--- src/rtl/m_mem_ctrl.sv ---
// M-stage data-memory controller: turns load/store ops into one handshaked
// bus transaction at a time, stalls the pipeline while busy, and formats
// byte enables, replicated write data and extended load data.
module m_mem_ctrl #(
    parameter int TO_W    = 8,
    parameter int TIMEOUT = 255
) (
    input  logic        clk,
    input  logic        reset,
    input  logic        m_valid,
    input  logic [1:0]  MemtoReg,
    input  logic [1:0]  storeOP,
    input  logic [2:0]  DextOP,
    input  logic [31:0] ALU_C,
    input  logic [31:0] GRF_RD2,
    output logic        stall_M,
    output logic        done_M,
    output logic [31:0] rdata_M,
    output logic        align_err,
    output logic        bus_err,
    output logic        bus_req,
    output logic        bus_we,
    output logic [31:0] bus_addr,
    output logic [3:0]  bus_be,
    output logic [31:0] bus_wdata,
    input  logic        bus_gnt,
    input  logic        bus_rvalid,
    input  logic [31:0] bus_rdata
);

    typedef enum logic [1:0] {IDLE, REQ, WAIT_R, DONE} state_t;

    // Abort fires on the edge that ends the TIMEOUT-th busy cycle
    localparam logic [TO_W-1:0] CNT_LAST = TO_W'(TIMEOUT - 1);

    state_t          state;
    logic [TO_W-1:0] cnt;
    logic [1:0]      op_alo;
    logic [2:0]      op_dext;

    logic        is_store, is_load, access, misal, start;
    logic [3:0]  be_next;
    logic [31:0] wdata_next, ext_data;
    logic [7:0]  rd_byte;
    logic [15:0] rd_half;

    assign is_store = (storeOP != 2'b00);
    assign is_load  = (MemtoReg == 2'b01);
    assign access   = m_valid & (is_store | is_load);
    assign start    = (state == IDLE) & access & ~misal;

    // Stall covers the accepting IDLE cycle plus every bus-busy cycle
    assign stall_M   = ~reset & (start | (state == REQ) | (state == WAIT_R));
    assign align_err = ~reset & (state == IDLE) & access & misal;

    // Alignment check; a store decides the op even if MemtoReg also says load
    always_comb begin
        misal = 1'b0;
        if (is_store) begin
            case (storeOP)
                2'b01:   misal = (ALU_C[1:0] != 2'b00);
                2'b10:   misal = ALU_C[0];
                default: misal = 1'b0;
            endcase
        end else begin
            case (DextOP)
                3'd1, 3'd2: misal = 1'b0;
                3'd3, 3'd4: misal = ALU_C[0];
                default:    misal = (ALU_C[1:0] != 2'b00);
            endcase
        end
    end

    // Store lane formatting; loads read the whole word
    always_comb begin
        be_next    = 4'b1111;
        wdata_next = 32'h0;
        case (storeOP)
            2'b01: wdata_next = GRF_RD2;
            2'b10: begin
                be_next    = ALU_C[1] ? 4'b1100 : 4'b0011;
                wdata_next = {2{GRF_RD2[15:0]}};
            end
            2'b11: begin
                be_next    = 4'b0001 << ALU_C[1:0];
                wdata_next = {4{GRF_RD2[7:0]}};
            end
            default: ;
        endcase
    end

    // Little-endian lane pick and extension of returned read data
    always_comb begin
        rd_byte  = bus_rdata[{op_alo, 3'b000} +: 8];
        rd_half  = bus_rdata[{op_alo[1], 4'b0000} +: 16];
        ext_data = bus_rdata;
        case (op_dext)
            3'd1:    ext_data = {24'h0, rd_byte};
            3'd2:    ext_data = {{24{rd_byte[7]}}, rd_byte};
            3'd3:    ext_data = {16'h0, rd_half};
            3'd4:    ext_data = {{16{rd_half[15]}}, rd_half};
            default: ext_data = bus_rdata;
        endcase
    end

    // Transaction FSM with registered bus signals and completion flags
    always_ff @(posedge clk or posedge reset) begin
        if (reset) begin
            state     <= IDLE;
            cnt       <= '0;
            rdata_M   <= 32'h0;
            done_M    <= 1'b0;
            bus_err   <= 1'b0;
            bus_req   <= 1'b0;
            bus_we    <= 1'b0;
            bus_addr  <= 32'h0;
            bus_be    <= 4'h0;
            bus_wdata <= 32'h0;
            op_alo    <= 2'b00;
            op_dext   <= 3'd0;
        end else begin
            done_M  <= 1'b0;
            bus_err <= 1'b0;
            case (state)
                IDLE: if (start) begin
                    bus_req   <= 1'b1;
                    bus_we    <= is_store;
                    bus_addr  <= {ALU_C[31:2], 2'b00};
                    bus_be    <= be_next;
                    bus_wdata <= wdata_next;
                    op_alo    <= ALU_C[1:0];
                    op_dext   <= DextOP;
                    cnt       <= '0;
                    state     <= REQ;
                end
                REQ: begin
                    if (bus_gnt && bus_we) begin
                        bus_req <= 1'b0;
                        done_M  <= 1'b1;
                        state   <= DONE;
                    end else if (cnt == CNT_LAST) begin
                        bus_req <= 1'b0;
                        rdata_M <= 32'h0;
                        bus_err <= 1'b1;
                        done_M  <= 1'b1;
                        state   <= DONE;
                    end else begin
                        cnt <= cnt + 1'b1;
                        if (bus_gnt) begin
                            bus_req <= 1'b0;
                            state   <= WAIT_R;
                        end
                    end
                end
                WAIT_R: begin
                    if (bus_rvalid) begin
                        rdata_M <= ext_data;
                        done_M  <= 1'b1;
                        state   <= DONE;
                    end else if (cnt == CNT_LAST) begin
                        rdata_M <= 32'h0;
                        bus_err <= 1'b1;
                        done_M  <= 1'b1;
                        state   <= DONE;
                    end else begin
                        cnt <= cnt + 1'b1;
                    end
                end
                default: state <= IDLE;
            endcase
        end
    end

endmodule

--- config.mk ---
export PLATFORM = sky130hd
export DESIGN_NAME = m_mem_ctrl
export DESIGN_NICKNAME = d
export VERILOG_FILES = /design/src/rtl/m_mem_ctrl.sv
export SDC_FILE = /design/constraint.sdc
export NUM_CORES = 1
export LEC_CHECK = 0
export ABC_CLOCK_PERIOD_IN_PS = 5900
export CORE_ASPECT_RATIO = 1.2
export CORE_MARGIN = 2
export CORE_UTILIZATION = 40
export CTS_BUF_LIST = sky130_fd_sc_hd__clkbuf_8
export CTS_CLUSTER_SIZE = 25
export DETAILED_ROUTE_END_ITERATION = 7
export GPL_ROUTABILITY_DRIVEN = 1
export PLACE_DENSITY = 0.73
export SYNTH_ARGS = -nofsm -noshare
export SYNTH_HDL_FRONTEND = slang
export SYNTH_SLANG_ARGS = --single-unit
--- constraint.sdc ---
create_clock -name clk -period 5.9 [get_ports clk]
set_input_delay 0.59 -clock clk [delete_from_list [all_inputs] [get_ports clk]]
set_output_delay 0.59 -clock clk [all_outputs]
set_load 0.1 [all_outputs]
==> results of run 1 <==
Yosys cell counts, types with 9 or more instances:
cell type    n
a22oi_1     16
inv_1       13
ha_1        10
a22o_1       9
mux2_2      33
a21oi_1     45
a31oi_1     12
nand2_1     90
a21o_1      11
clkbuf_1    29
o31ai_1     25
dfrtp_1    117
nand3_1     13
nor2_1      32
o21ai_0     53
state kept, by name, indices dropped and copies added, names as in the netlist:
register / flops
bus_we: 1
rdata_M: 32
op_dext: 3
bus_wdata: 32
done_M: 1
state: 2
bus_err: 1
cnt: 8
op_alo: 2
bus_req: 1
bus_addr: 30
bus_be: 4
metal layers:
layer | vias up | GRT usage, %
met5 | - | 0
met2 | 303 | 37.6
li1 | 2609 | -
met3 | 45 | 7.96
met4 | 0 | 9.97
met1 | 2691 | 27.4
stage by stage:
step,hold WS [ns],instances,utilization [%]
6_report,0.477,1018,59.3
5_1_grt,0.497,1018,59.3
4_1_cts,0.481,1018,59.3
3_5_place_dp,0.465,986,56.6
3_3_place_gp,0.459,986,56.6
2_1_floorplan,0.490,611,-
final cells by class:
class / instances / share of cell area (%)
clock buffer: 21 / 3.37
clock inverter: 11 / 1.17
inverter: 14 / 0.641
multi-input combinational: 434 / 32.4
sequential: 117 / 34.1
tap: 200 / 2.91
timing repair buffer: 221 / 25.4
worst min-delay path: stages, from the launching register on:
cell	delay, ns
dfrtp_1	0.34
nand2_1	0.05
o31ai_1	0.05
final timing paths:
| check | slack, ns | from | cells past startpoint | endpoint |
|---|---|---|---|---|
| worst max-delay path | 1.16 | storeOP[1] | 8 | align_err |
| worst min-delay path | 0.48 | bus_wdata[8]$_DFFE_PP0P_ | 2 | bus_wdata[8]$_DFFE_PP0P_ |
| worst max register to register | 3.16 | state[1]$_DFFE_PP0P_ | 8 | cnt[7]$_DFFE_PP0P_ |
| worst min register to register | 0.48 | bus_wdata[8]$_DFFE_PP0P_ | 2 | bus_wdata[8]$_DFFE_PP0P_ |
| max in group asynchronous | 3.99 | reset | 3 | op_alo[1]$_DFFE_PP0P_ |
| min in group asynchronous | 0.78 | reset | 2 | bus_addr[18]$_DFFE_PP0P_ |
cell usage in the layout (no fill, tap or decap), types with 12 or more instances in the layout:
cell type        instances
clkdlybuf4s50_1        210
dfrtp_1                117
nand2_1                 90
o21ai_0                 53
a21oi_1                 45
mux2_2                  33
nor2_1                  32
o31ai_1                 25
clkbuf_8                21
a22oi_1                 16
nand3_1                 13
inv_1                   12
a31oi_1                 12
cell families (layout without fill, tap and decap cells):
group,after synthesis,after routing,share of synthesized area [%]
XOR/XNOR,2,2,0.295
multiplexers,42,42,7.98
AO/OA/AOI/OAI,215,215,24.2
buffers and inverters,60,267,4.21
flip-flops,117,117,49.3
other,1,2,0.0631
AND/OR/NAND/NOR,163,163,11.9
adder cells (fa/ha/maj),10,10,2.10
==> results.toml, run 1 <==
[route]
wl_per_cell_um = 17.6
top_layer_used = "met4"
drt_wl_total_mm = 17.9
drt_iter0_drc = 469
dr_wl_met2_mm = 8.61
vias = 5648
ant_nets = 0
wl_met3_mm = 1.69
via_per_inst = 5.55
first_pass_iters = 5
wl_met1_mm = 7.10
drc = 0

[placement]
hpwl_mm = 13.1
place_congestion = 0.840
pre_cts_slack_ns = 1.22
portBuffers = 211
place_area_mm2 = 0.00820

[status]
status = "completed"

[clocking]
htree_levels = 4
cts_root_buf = "clkbuf_8"
cts-hold-fix-buffers = 0
ctsResizeCount = 0
cts-buffers-inserted = 17
clkLatencyLatePin_ns = 0.45
postCtsSetupRepairBufs = 0
clk_transition_reported_paths_ns = 0.07
cts_tree = "done"
clock-sinks = 117
max-clock-path-buffers = 2

[sta]
relSlewSlack_pct = 21.9
rsz0062_at_grt = "no"
slew_viol_final = 0
layout_min_cycle_time_ns = 4.74
finalClockSkew_ns = 0.0110
worst_pin_slew_ns = 1.17
timing.fmax_mhz = 211
tns_ns = 0
hold_violations = 0
setup_viol = 0
setup_ws_ns = 1.16
finalCritPeriodShare_pct = 80.3

[finish]
fill_cells = 1245
diodes = 0
syn_to_final_growth_pct = 44.5
drive_gt1_share_pct = 10.4
regArea_mm2 = 0.00293
multiInputGateArea_mm2 = 0.00278
fin_area_mm2 = 0.00859
fin_nets = 923

[floorplanning]
core_area_mm2 = 0.0145
start_util_pct = 41.1
die_x_um = 115
fp-row-count = 48
die_area_mm2 = 0.0159
die_h_um = 138
pin_count = 214

[global_route]
antenna_found_initial = 0
overflow = 0
grtUsageTotal_pct = 23.0
grt_pass1_wl_mm = 28.3
grt_pass1_vias = 5657
grt_max_degree = 77

[critical_path]
critPathTopFamily = "buffers and inverters"
path_class = "in -> out"
worstPathArrival_ns = 4.15
worst-path-max-fanout = 34
slowest_stage = "clkdlybuf4s50_1"
crit_chain = "clkdlybuf4s50_1 -> inv_1 -> ha_1 -> nand2b_1 -> a21oi_1 -> a31oi_1 -> nor3_1 -> clkdlybuf4s50_1"
critPathBufInv = 3
crit_top_cell = "clkdlybuf4s50_1"
cp-end-kind = "primary output"
cp.required_ns = 5.31
start_kind = "input port"
slowest_delay_ns = 1.19

[yosys]
yosys-top-cells-area = "dfrtp_1 (49%), mux2_2 (6.3%), nand2_1 (5.7%), o21ai_0 (4.5%), a21oi_1 (3.8%)"
syn_area_mm2 = 0.00594
synth_cell_types = 55
yosys_warnings = 0
async_reset_ff_share_pct = 100
syn_avg_cell_area_um2 = 9.75
syn_inst = 610
synth_top_area_share_pct = 49.3
synth_seq_cells = 117
ys_seq_area_share_pct = 49.3
yosysTopAreaCell = "dfrtp_1"
synth_edf_count = 0
synth_ff_type = "dfrtp_1"

[worst_hold_path]
min_path_type = "reg -> reg"

[flow_run]
maxCapViolCount = 0
Power of run 1 is not shown: default switching activity piles up to over one toggle a cycle in this logic, so the estimate is an artifact.
==> run 2: changes to the inputs <==
--- a/config.mk
+++ b/config.mk
@@ -5,7 +5,7 @@
 export SDC_FILE = /design/constraint.sdc
 export NUM_CORES = 1
 export LEC_CHECK = 0
-export ABC_CLOCK_PERIOD_IN_PS = 5900
+export ABC_CLOCK_PERIOD_IN_PS = 4700
 export CORE_ASPECT_RATIO = 1.2
 export CORE_MARGIN = 2
 export CORE_UTILIZATION = 40
==> constraint.sdc (replaced) <==
create_clock -name clk -period 4.7 [get_ports clk]
set_input_delay 0.47 -clock clk [delete_from_list [all_inputs] [get_ports clk]]
set_output_delay 0.47 -clock clk [all_outputs]
set_load 0.1 [all_outputs]
==> run 2 against run 1 <==
  * Final cell count up 0.20%
  * Highest routed layer unchanged
  * Routed wire length is 2.3% higher
  * Hold slack improved by 0.0019 ns
==> results.toml, run 2 (synthesis results as in run 1) <==
[global_route]
grt_pass1_vias = 5687
grt_pass1_wl_mm = 28.5
grt_max_degree = 71
overflow = 0
antenna_found_initial = 0
grtUsageTotal_pct = 23.0

[critical_path]
slowest_delay_ns = 0.60
cp.required_ns = 4.23
start_kind = "input port"
r2r-start = "state[0]$_DFFE_PP0P_"
path_class = "in -> out"
worst-path-max-fanout = 13
cp-end-kind = "primary output"
crit_chain = "clkdlybuf4s50_1 -> ha_1 -> o21ai_0 -> a21oi_1 -> a311o_2 -> a21oi_1 -> buf_12"
r2r-end = "bus_addr[5]$_DFFE_PP0P_"
r2r_slack_ns = 1.80
crit_top_cell = "a21oi_1"
slowest_stage = "clkdlybuf4s50_1"
crit_path_end = "stall_M"
ff2ff_path_depth = 7
worstPathArrival_ns = 2.96
crit_start = "storeOP[1]"

[clocking]
cts_tree = "done"
cts-hold-fix-buffers = 0
ctsResizeCount = 0
postCtsSetupRepairBufs = 0
cts_root_buf = "clkbuf_8"
max-clock-path-buffers = 2
htree_levels = 4
clkLatencyLatePin_ns = 0.44
cts-buffers-inserted = 17
clk_transition_reported_paths_ns = 0.07
clock-sinks = 117

[route]
wl_per_cell_um = 18.0
drt_iter0_drc = 520
drt_wl_total_mm = 18.3
first_pass_iters = 5
vias = 5636
drc = 0
via_per_inst = 5.53
ant_nets = 0

[floorplanning]
start_util_pct = 41.1
die_area_mm2 = 0.0159
core_area_mm2 = 0.0145
die_h_um = 138
pin_count = 214
die_x_um = 115
fp-row-count = 48

[sta]
tns_ns = 0
relSlewSlack_pct = 31.0
layout_min_cycle_time_ns = 3.43
finalCritPeriodShare_pct = 73.0
rsz0062_at_grt = "no"
slew_viol_final = 0
setup_viol = 0
worst_pin_slew_ns = 1.03
hold_violations = 0
timing.fmax_mhz = 292
finalClockSkew_ns = 0.00865

[worst_hold_path]
min_path_type = "reg -> reg"
min_delay_path_depth = 2

[status]
status = "completed"

[finish]
diodes = 0
layout_commonest_cell = "clkdlybuf4s50_1"
drive_gt1_share_pct = 10.5
reg_top3 = "bus_wdata x32, rdata_M x32, bus_addr x30"
fin_nets = 925
most-common-layout-cells = "clkdlybuf4s50_1 (209), dfrtp_1 (117), nand2_1 (90)"
syn_to_final_growth_pct = 45.0

[flow_run]
maxCapViolCount = 0

[placement]
place_congestion = 0.863
portBuffers = 211
hpwl_mm = 13.4
==> run 2: cell types whose count changed in the layout (fill, tap and decap cells not counted) <==
cell,previous run,this run
bufinv_16,1,2
buf_4,11,13
clkdlybuf4s50_1,210,209
clkinv_2,3,5
inv_1,12,14
clkinv_4,1,0
clkinvlp_4,5,2
buf_12,0,1
inv_6,1,0
==> run 2: critical path: cells and delay by family <==
family	cells	cell delay, ns
AO/OA/AOI/OAI	4	1.21
adder cells (fa/ha/maj)	1	0.46
buffers and inverters	2	0.82
==> run 2: worst min-delay path by stage <==
stage                                  from                       to
finish              rdata_M[18]$_DFFE_PP0P_  rdata_M[18]$_DFFE_PP0P_
global route         rdata_M[9]$_DFFE_PP0P_   rdata_M[9]$_DFFE_PP0P_
CTS                  rdata_M[9]$_DFFE_PP0P_   rdata_M[9]$_DFFE_PP0P_
detailed placement   rdata_M[9]$_DFFE_PP0P_   rdata_M[9]$_DFFE_PP0P_
global placement     rdata_M[8]$_DFFE_PP0P_   rdata_M[8]$_DFFE_PP0P_
floorplan             op_alo[0]$_DFFE_PP0P_    op_alo[0]$_DFFE_PP0P_
==> run 2: cell type report <==
| class | count | area (um2) |
|---|---|---|
| Multi-Input combinational cell | 434 | 2780 |
| Clock buffer | 21 | 289 |
| Inverter | 14 | 55.1 |
| Timing Repair Buffer | 223 | 2210 |
| Clock inverter | 11 | 108 |
| Tap cell | 200 | 250 |
| Fill cell | 1254 | 5850 |
| Sequential cell | 117 | 2930 |
==> run 2: metal layers <==
layer  GRT usage (%)  vias to the layer above  share of wire [%]
met3            8.05                       42                9.2
met4            8.97                        0                3.0
li1                -                     2608                  -
met1            27.2                     2704                 40
met5               0                        -                  0
met2            38.3                      282                 48
==> run 2: per-stage QoR <==
step / instances / cell area, um2 / hold slack (ns) / worst slack [ns] / util [%]
after global placement: 988 / 8220 / 0.458 / 1.24 / 56.8
final: 1020 / 8620 / 0.479 / 1.27 / 59.6
after global routing: 1020 / 8620 / 0.502 / 1.18 / 59.6
after CTS: 1020 / 8620 / 0.483 / 1.32 / 59.6
after detailed placement: 988 / 8220 / 0.469 / 1.06 / 56.8
after floorplan: 611 / 5950 / 0.490 / 0.626 / -
Power of run 2 is left out for the same reason.
==> run 3: changes to the inputs <==
--- a/config.mk
+++ b/config.mk
@@ -5,7 +5,7 @@
 export SDC_FILE = /design/constraint.sdc
 export NUM_CORES = 1
 export LEC_CHECK = 0
-export ABC_CLOCK_PERIOD_IN_PS = 4700
+export ABC_CLOCK_PERIOD_IN_PS = 2950
 export CORE_ASPECT_RATIO = 1.2
 export CORE_MARGIN = 2
 export CORE_UTILIZATION = 40
@@ -13,7 +13,7 @@
 export CTS_CLUSTER_SIZE = 25
 export DETAILED_ROUTE_END_ITERATION = 7
 export GPL_ROUTABILITY_DRIVEN = 1
-export PLACE_DENSITY = 0.73
+export PLACE_DENSITY = 0.76
 export SYNTH_ARGS = -nofsm -noshare
 export SYNTH_HDL_FRONTEND = slang
 export SYNTH_SLANG_ARGS = --single-unit
==> constraint.sdc (replaced) <==
create_clock -name clk -period 2.95 [get_ports clk]
set_input_delay 0.295 -clock clk [delete_from_list [all_inputs] [get_ports clk]]
set_output_delay 0.295 -clock clk [all_outputs]
set_load 0.1 [all_outputs]
==> run 3 against run 2 <==
  * Core utilization decreased by 0.32 points
  * Global-route usage increased by 0.12 points
  * Clock-buffer cell count decreased by 1
  * Critical endpoint unchanged
  * Largest cell class unchanged
  * Critical path type is now reg -> out
==> results.toml, run 3 (synthesis results as in run 1) <==
[finish]
layout_commonest_cell = "buf_4"
fin_cells = 1029
regArea_mm2 = 0.00293
drive_gt1_share_pct = 24.2
multiInputGateArea_mm2 = 0.00279
syn_to_final_growth_pct = 44.2
diodes = 0
fin_nets = 934
fin_area_mm2 = 0.00857
fill_cells = 1191
reg_top3 = "bus_wdata x32, rdata_M x32, bus_addr x30"
most-common-layout-cells = "buf_4 (120), dfrtp_1 (117), clkdlybuf4s50_1 (107)"

[critical_path]
start_kind = "flop"
worstPathArrival_ns = 2.40
r2r-start = "op_alo[1]$_DFFE_PP0P_"
worst-path-max-fanout = 10
path_class = "reg -> out"
cp-end-kind = "primary output"
cp.required_ns = 2.65
crit_start = "state[1]$_DFFE_PP0P_"

[global_route]
grt_pass1_wl_mm = 28.5
grt_max_degree = 55
overflow = 0
antenna_found_initial = 0
grtUsageTotal_pct = 23.1
grt_pass1_vias = 5650

[clocking]
htree_levels = 4
max-clock-path-buffers = 2
clock-sinks = 117
cts-buffers-inserted = 17
clkLatencyLatePin_ns = 0.44
cts_root_buf = "clkbuf_8"
clk_transition_reported_paths_ns = 0.07
postCtsSetupRepairBufs = 0
cts_tree = "done"

[flow_run]
maxCapViolCount = 0

[status]
status = "completed"

[route]
drt_wl_total_mm = 18.3
first_pass_iters = 5
vias = 5773
drt_iter0_drc = 582
wl_per_cell_um = 17.8
drc = 0
via_per_inst = 5.61
ant_nets = 0

[floorplanning]
die_area_mm2 = 0.0159
fp-row-count = 48
start_util_pct = 41.1
pin_count = 214
die_h_um = 138
core_area_mm2 = 0.0145
die_x_um = 115

[worst_hold_path]
min_path_type = "in -> async"

[placement]
dpl.cell_count = 997
hpwl_mm = 13.6
place_area_mm2 = 0.00810
place_congestion = 0.858
portBuffers = 211

[sta]
hold_violations = 0
timing.fmax_mhz = 371
finalCritPeriodShare_pct = 91.4
setup_viol = 0
layout_min_cycle_time_ns = 2.70
worst_pin_slew_ns = 1.04
slew_viol_final = 0
finalClockSkew_ns = 0.00890
relSlewSlack_pct = 30.4
rsz0062_at_grt = "no"
-- run 3: cell count changes in the layout (fill, tap and decap cells not counted), moves of 2 or more --
cell / change
bufinv_16: +3
buf_4: +107
buf_12: +4
clkinv_2: -4
clkinv_4: +2
clkdlybuf4s50_1: -102
-- run 3: timing repair --
item                       in CTS  in global routing
gates resized for setup         0                  1
hold endpoints to repair        0                  0
setup endpoints to repair       0                  1
hold buffers                    0                  0
-- run 3: routing by layer --
metal / vias up / part of all wire [%] / track usage (%)
met3: 32 / 9.0 / 6.34
li1: 2628 / - / -
met4: 0 / 1.8 / 7.43
met1: 2784 / 39 / 27.6
met5: - / 0 / 0
met2: 329 / 50 / 40.3
-- run 3: area by class of cell --
| class | instances | area share (%) |
|---|---|---|
| flip-flops and latches | 117 | 34.2 |
| repair buffers | 232 | 24.2 |
| clock buffers | 20 | 3.21 |
| clock inverters | 12 | 2.34 |
| multi-input cells | 434 | 32.6 |
| well taps | 200 | 2.92 |
| inverters | 14 | 0.657 |
-- run 3: stage by stage --
stage | hold WS, ns | setup WS (ns) | util [%] | setup TNS [ns]
floorplan | 0.400 | -0.237 | - | -0.237
detailed placement | 0.471 | 0.179 | 55.9 | 0
finish | 0.429 | 0.255 | 59.2 | 0
global placement | 0.462 | 0.278 | 55.9 | 0
CTS | 0.429 | 0.125 | 59.2 | 0
global route | 0.458 | 0.0743 | 59.2 | 0
-- run 3: worst max-delay path, cell delays in order (launching register included) --
cell     delay, ns
dfrtp_1       0.40
inv_1         0.11
ha_2          0.30
nand2_1       0.07
a21o_1        0.22
a311o_2       0.45
a21oi_2       0.20
buf_12        0.20
-- run 3: path summary, 6_finish.rpt --
check,slack (ns),cells after the start,to
min in group clk,0.47,2,bus_addr[6]$_DFFE_PP0P_
max,0.25,7,stall_M
max reg2reg,0.44,6,rdata_M[31]$_DFFE_PP0P_
max in group asynchronous,1.79,3,rdata_M[7]$_DFFE_PP0P_
min reg2reg,0.48,1,rdata_M[15]$_DFFE_PP0P_
min,0.43,2,cnt[0]$_DFFE_PP0P_
Power of run 3 is left out for the same reason.
==> RTL edit 1, RTL diff (flow settings as in run 1) <==
The parameter `TO_W` goes from 8 to 10.
--- a/src/rtl/m_mem_ctrl.sv
+++ b/src/rtl/m_mem_ctrl.sv
@@ -3,5 +3,5 @@
 // byte enables, replicated write data and extended load data.
 module m_mem_ctrl #(
-    parameter int TO_W    = 8,
+    parameter int TO_W    = 10,
     parameter int TIMEOUT = 255
 ) (
Formal check against the unedited RTL: no difference found for any inputs over 4 cycles, from zero or initial values and one cycle with reset high; that may be too few to reach the edited logic, so the function may still have changed.
==> RTL edit 1 against run 1 <==
Area after synthesis is 2.6% higher; worst setup slack better by 130 ps; sequential cell count is 2 higher; critical path depth stayed put; routed wire length is 1.8% higher; via count is 0.69% higher; final area is 1.9% higher; highest routed layer unchanged.
Power is not shown: default switching activity piles up to over one toggle a cycle in this logic, so the estimate is an artifact.
==> RTL edit 1: results (changes against run 1) <==
| Metric | Value |
|---|---|
| Status | completed |
| Met3 routed WL | 1420 um (-16%) |
| Post-Syn Area per Cell | 9.93 um^2 (+1.9%) |
| Placed cells | 988 (+0.20%) |
| Post-synthesis adder-cell area fraction | 2.05% (-0.053 points) |
| RR Endpoint | rdata_M[4] |
| Pre-CTS WS | 1320 ps (+102 ps) |
| Placed instance area | 0.00830 mm^2 (+1.3%) |
| Vias in the first global route | 5,830 (+3.1%) |
| Met2 WL | 9180 um (+6.6%) |
| NumNets Final | 921 (-0.22%) |
| DR iter-0 viols | 423 (-9.8%) |
| Worst r2r path cells | 5 (-3) |
| Via-to-Cell Ratio | 5.58 (+0.49%) |
| Share of cells above drive strength 1 | 9.80% (-0.59 points) |
| Routability-driven placement congestion ratio | 0.859 (+2.3%) |
| Metal-1 WL | 6990 um (-1.5%) |
| Synth Area in XOR/XNOR | 0.431% (+0.14 points) |
| Met1 usage in global routing | 26.4% (-1.0 points) |
| Register area | 0.00298 mm^2 (+1.7%) |
| Fin crit period | 4610 ps (-130 ps) |
| Arr. time, crit path | 4020 ps (-130 ps) |
| Worst rel slew slack | 28.5% (+6.6 points) |
| R2r startpoint | state[0] |
| Mux contribution to synthesized area | 7.49% (-0.49 points) |
| Total Wirelength | 18,200 um (+1.8%) |
| Most frequent cells after synthesis | 119 x dfrtp_1, 85 x nand2_1, 47 x a21oi_1 |
| Post-synthesis sequential area ratio | 48.8% (-0.42 points) |
| Hold Path Origin | rdata_M[21] |
| Yosys cell types | 59 (+7.3%) |
| Reg2Reg Setup Slack | 2780 ps (-380 ps) |
| Layout Skew | 9.93 ps (-1.12 ps) |
| Met2 usage | 38.2% (+0.57 points) |
| CP Max Fanout | 30 (-12%) |
| Total GRT Usage | 22.8% (-0.17 points) |
| Final cell count without fillers | 1,020 (+0.20%) |
| First-pass GRT wire length | 29,000 um (+2.4%) |
==> RTL edit 1: cell types whose count changed after synthesis, sizes merged, moves of 6 or more <==
cell | run 1 | this run
a211o | 0 | 7
a22oi | 16 | 9
a32oi | 7 | 1
a2bb2oi | 8 | 1
o21ai | 55 | 36
nand2b | 4 | 12
o221ai | 0 | 6
a22o | 9 | 17
a21o | 11 | 3
nor2 | 33 | 22
nor3b | 1 | 9
nor2b | 1 | 7
==> RTL edit 1: worst max-delay path: cells and delay by family <==
| family | cells | cell delay (ps) |
|---|---|---|
| and+or+nand+nor | 2 | 530 |
| adders and majority gates | 1 | 580 |
| AOI/OAI and AO/OA | 2 | 240 |
| buffers and inverters | 3 | 2070 |
==> RTL edit 1: layout make-up <==
| class | instances | area share [%] |
|---|---|---|
| clock buffers | 21 | 3.30 |
| clock inverters | 11 | 1.75 |
| inverters | 15 | 0.672 |
| multi-input cells | 433 | 32.7 |
| flip-flops and latches | 119 | 34.0 |
| well taps | 204 | 2.92 |
| repair buffers | 217 | 24.6 |
==> RTL edit 2, RTL diff (config.mk and constraints of run 1) <==
Made on the original files. Reset style: synchronous (`reset`), changed in one clocked block.
--- a/src/rtl/m_mem_ctrl.sv
+++ b/src/rtl/m_mem_ctrl.sv
@@ -105,5 +105,5 @@
 
     // Transaction FSM with registered bus signals and completion flags
-    always_ff @(posedge clk or posedge reset) begin
+    always_ff @(posedge clk) begin
         if (reset) begin
             state     <= IDLE;
Formal check against the unedited RTL: differs if reset is asserted again (counterexample within 4 cycles, from zero or initial values and one cycle with reset high); with reset held inactive, the same outputs for 4 cycles.
==> RTL edit 2 against run 1 <==
Sequential share of layout area fell by 4.7 points; final area fell by 7.3%; routed wire length decreased by 0.63%; via count grew 2.7%; sequential cell count did not move; worst setup slack gained 45 ps; area after synthesis down 9.2%; critical path depth is the same; critical endpoint unchanged.
==> RTL edit 2: results (changes against run 1) <==
| Metric | Value |
|---|---|
| CP Max Fanout | 30 (-12%) |
| Clock-cell share of area | 5.44% (+0.91 points) |
| Nonclk buf count | 215 (-2.7%) |
| Largest net degree at the start of global routing | 73 (-5.2%) |
| Cells after Synth | 672 (+10%) |
| Met3 routed WL | 1650 um (-2.2%) |
| Most frequent cells after synthesis | 117 x dfxtp_1, 114 x nand2_1, 70 x a21oi_1 |
| Reg2Reg Setup Slack | 2680 ps (-480 ps) |
| Worst rel slew slack | 26.0% (+4.1 points) |
| DR iter-0 viols | 447 (-4.7%) |
| Footprint of the multi-input gates | 0.00277 mm^2 (-0.36%) |
| Met2 usage | 40.5% (+2.9 points) |
| Metal-1 WL | 7090 um (about the same) |
| Share of cells above drive strength 1 | 5.67% (-4.7 points) |
| Clock buf count | 19 (-9.5%) |
| Logic inverters | 19 (+5) |
| Vias | 5,800 (+2.7%) |
| Ys async rst share | 0% (-100 points) |
| Clk_lat worst skew | 420 ps (-30 ps) |
| Post-synthesis sequential area ratio | 43.4% (-5.9 points) |
| Multi-input combinational cell count | 481 (+11%) |
| Worst r2r path cells | 7 (-1) |
| Area contributors post-synth | dfxtp_1 43%, nand2_1 7.9%, a21oi_1 6.5% |
| Ys flop type | dfxtp_1 |
| FILL cells | 1,224 (-1.7%) |
| Met2 WL | 8790 um (+2.1%) |
| RR Endpoint | rdata_M[17] |
| Final cell count without fillers | 1,032 (+1.4%) |
| NumNets Final | 969 (+5.0%) |
| Routability-driven placement congestion ratio | 1.01 (+20%) |
| Total Wirelength | 17,800 um (-0.63%) |
| Met1 usage in global routing | 29.7% (+2.3 points) |
| Placed instance area | 0.00753 mm^2 (-8.2%) |
| Worst Hold Path EP | bus_addr[20] |
| Vias in the first global route | 5,580 (-1.4%) |
| R2r startpoint | state[0] |
| Hold Path Origin | bus_addr[20] |
| Post-synth top area share | 43.4% (-5.9 points) |
| Yosys cell types | 52 (-5.5%) |
| Met3 Usage GRT | 7.79% (-0.18 points) |
| First-pass GRT wire length | 28,100 um (-0.90%) |
| Layout Skew | 11.5 ps (+0.481 ps) |
| Status | completed |
-- RTL edit 2: per-stage QoR --
stage          power (mW)  worst slack [ps]  hold slack (ps)
6_report             3.03              1210              455
4_1_cts              3.05              1270              457
5_1_grt              3.18              1000              471
2_1_floorplan        1.90              1670              436
3_3_place_gp         2.22              1330              439
3_5_place_dp         2.25              1310              446
-- RTL edit 2: cells by family after synthesis --
kind of cell               share of synthesized area, %
adders and majority gates                          2.50
and+or+nand+nor                                    19.4
AOI/OAI and AO/OA                                  27.9
buffers and inverters                              5.63
muxes                                             0.788
DFF                                                43.4
other                                            0.0695
xor gates and xnor gates                          0.325
-- RTL edit 2: worst max path at each step --
stage	end	from	depth (start not counted)	slack (ps)
after CTS	align_err	storeOP[1]	8	1270
final	align_err	storeOP[1]	8	1210
after floorplan	stall_M	storeOP[1]	9	1670
after global routing	align_err	storeOP[1]	8	1000
after detailed placement	align_err	storeOP[1]	8	1310
after global placement	align_err	storeOP[1]	8	1330
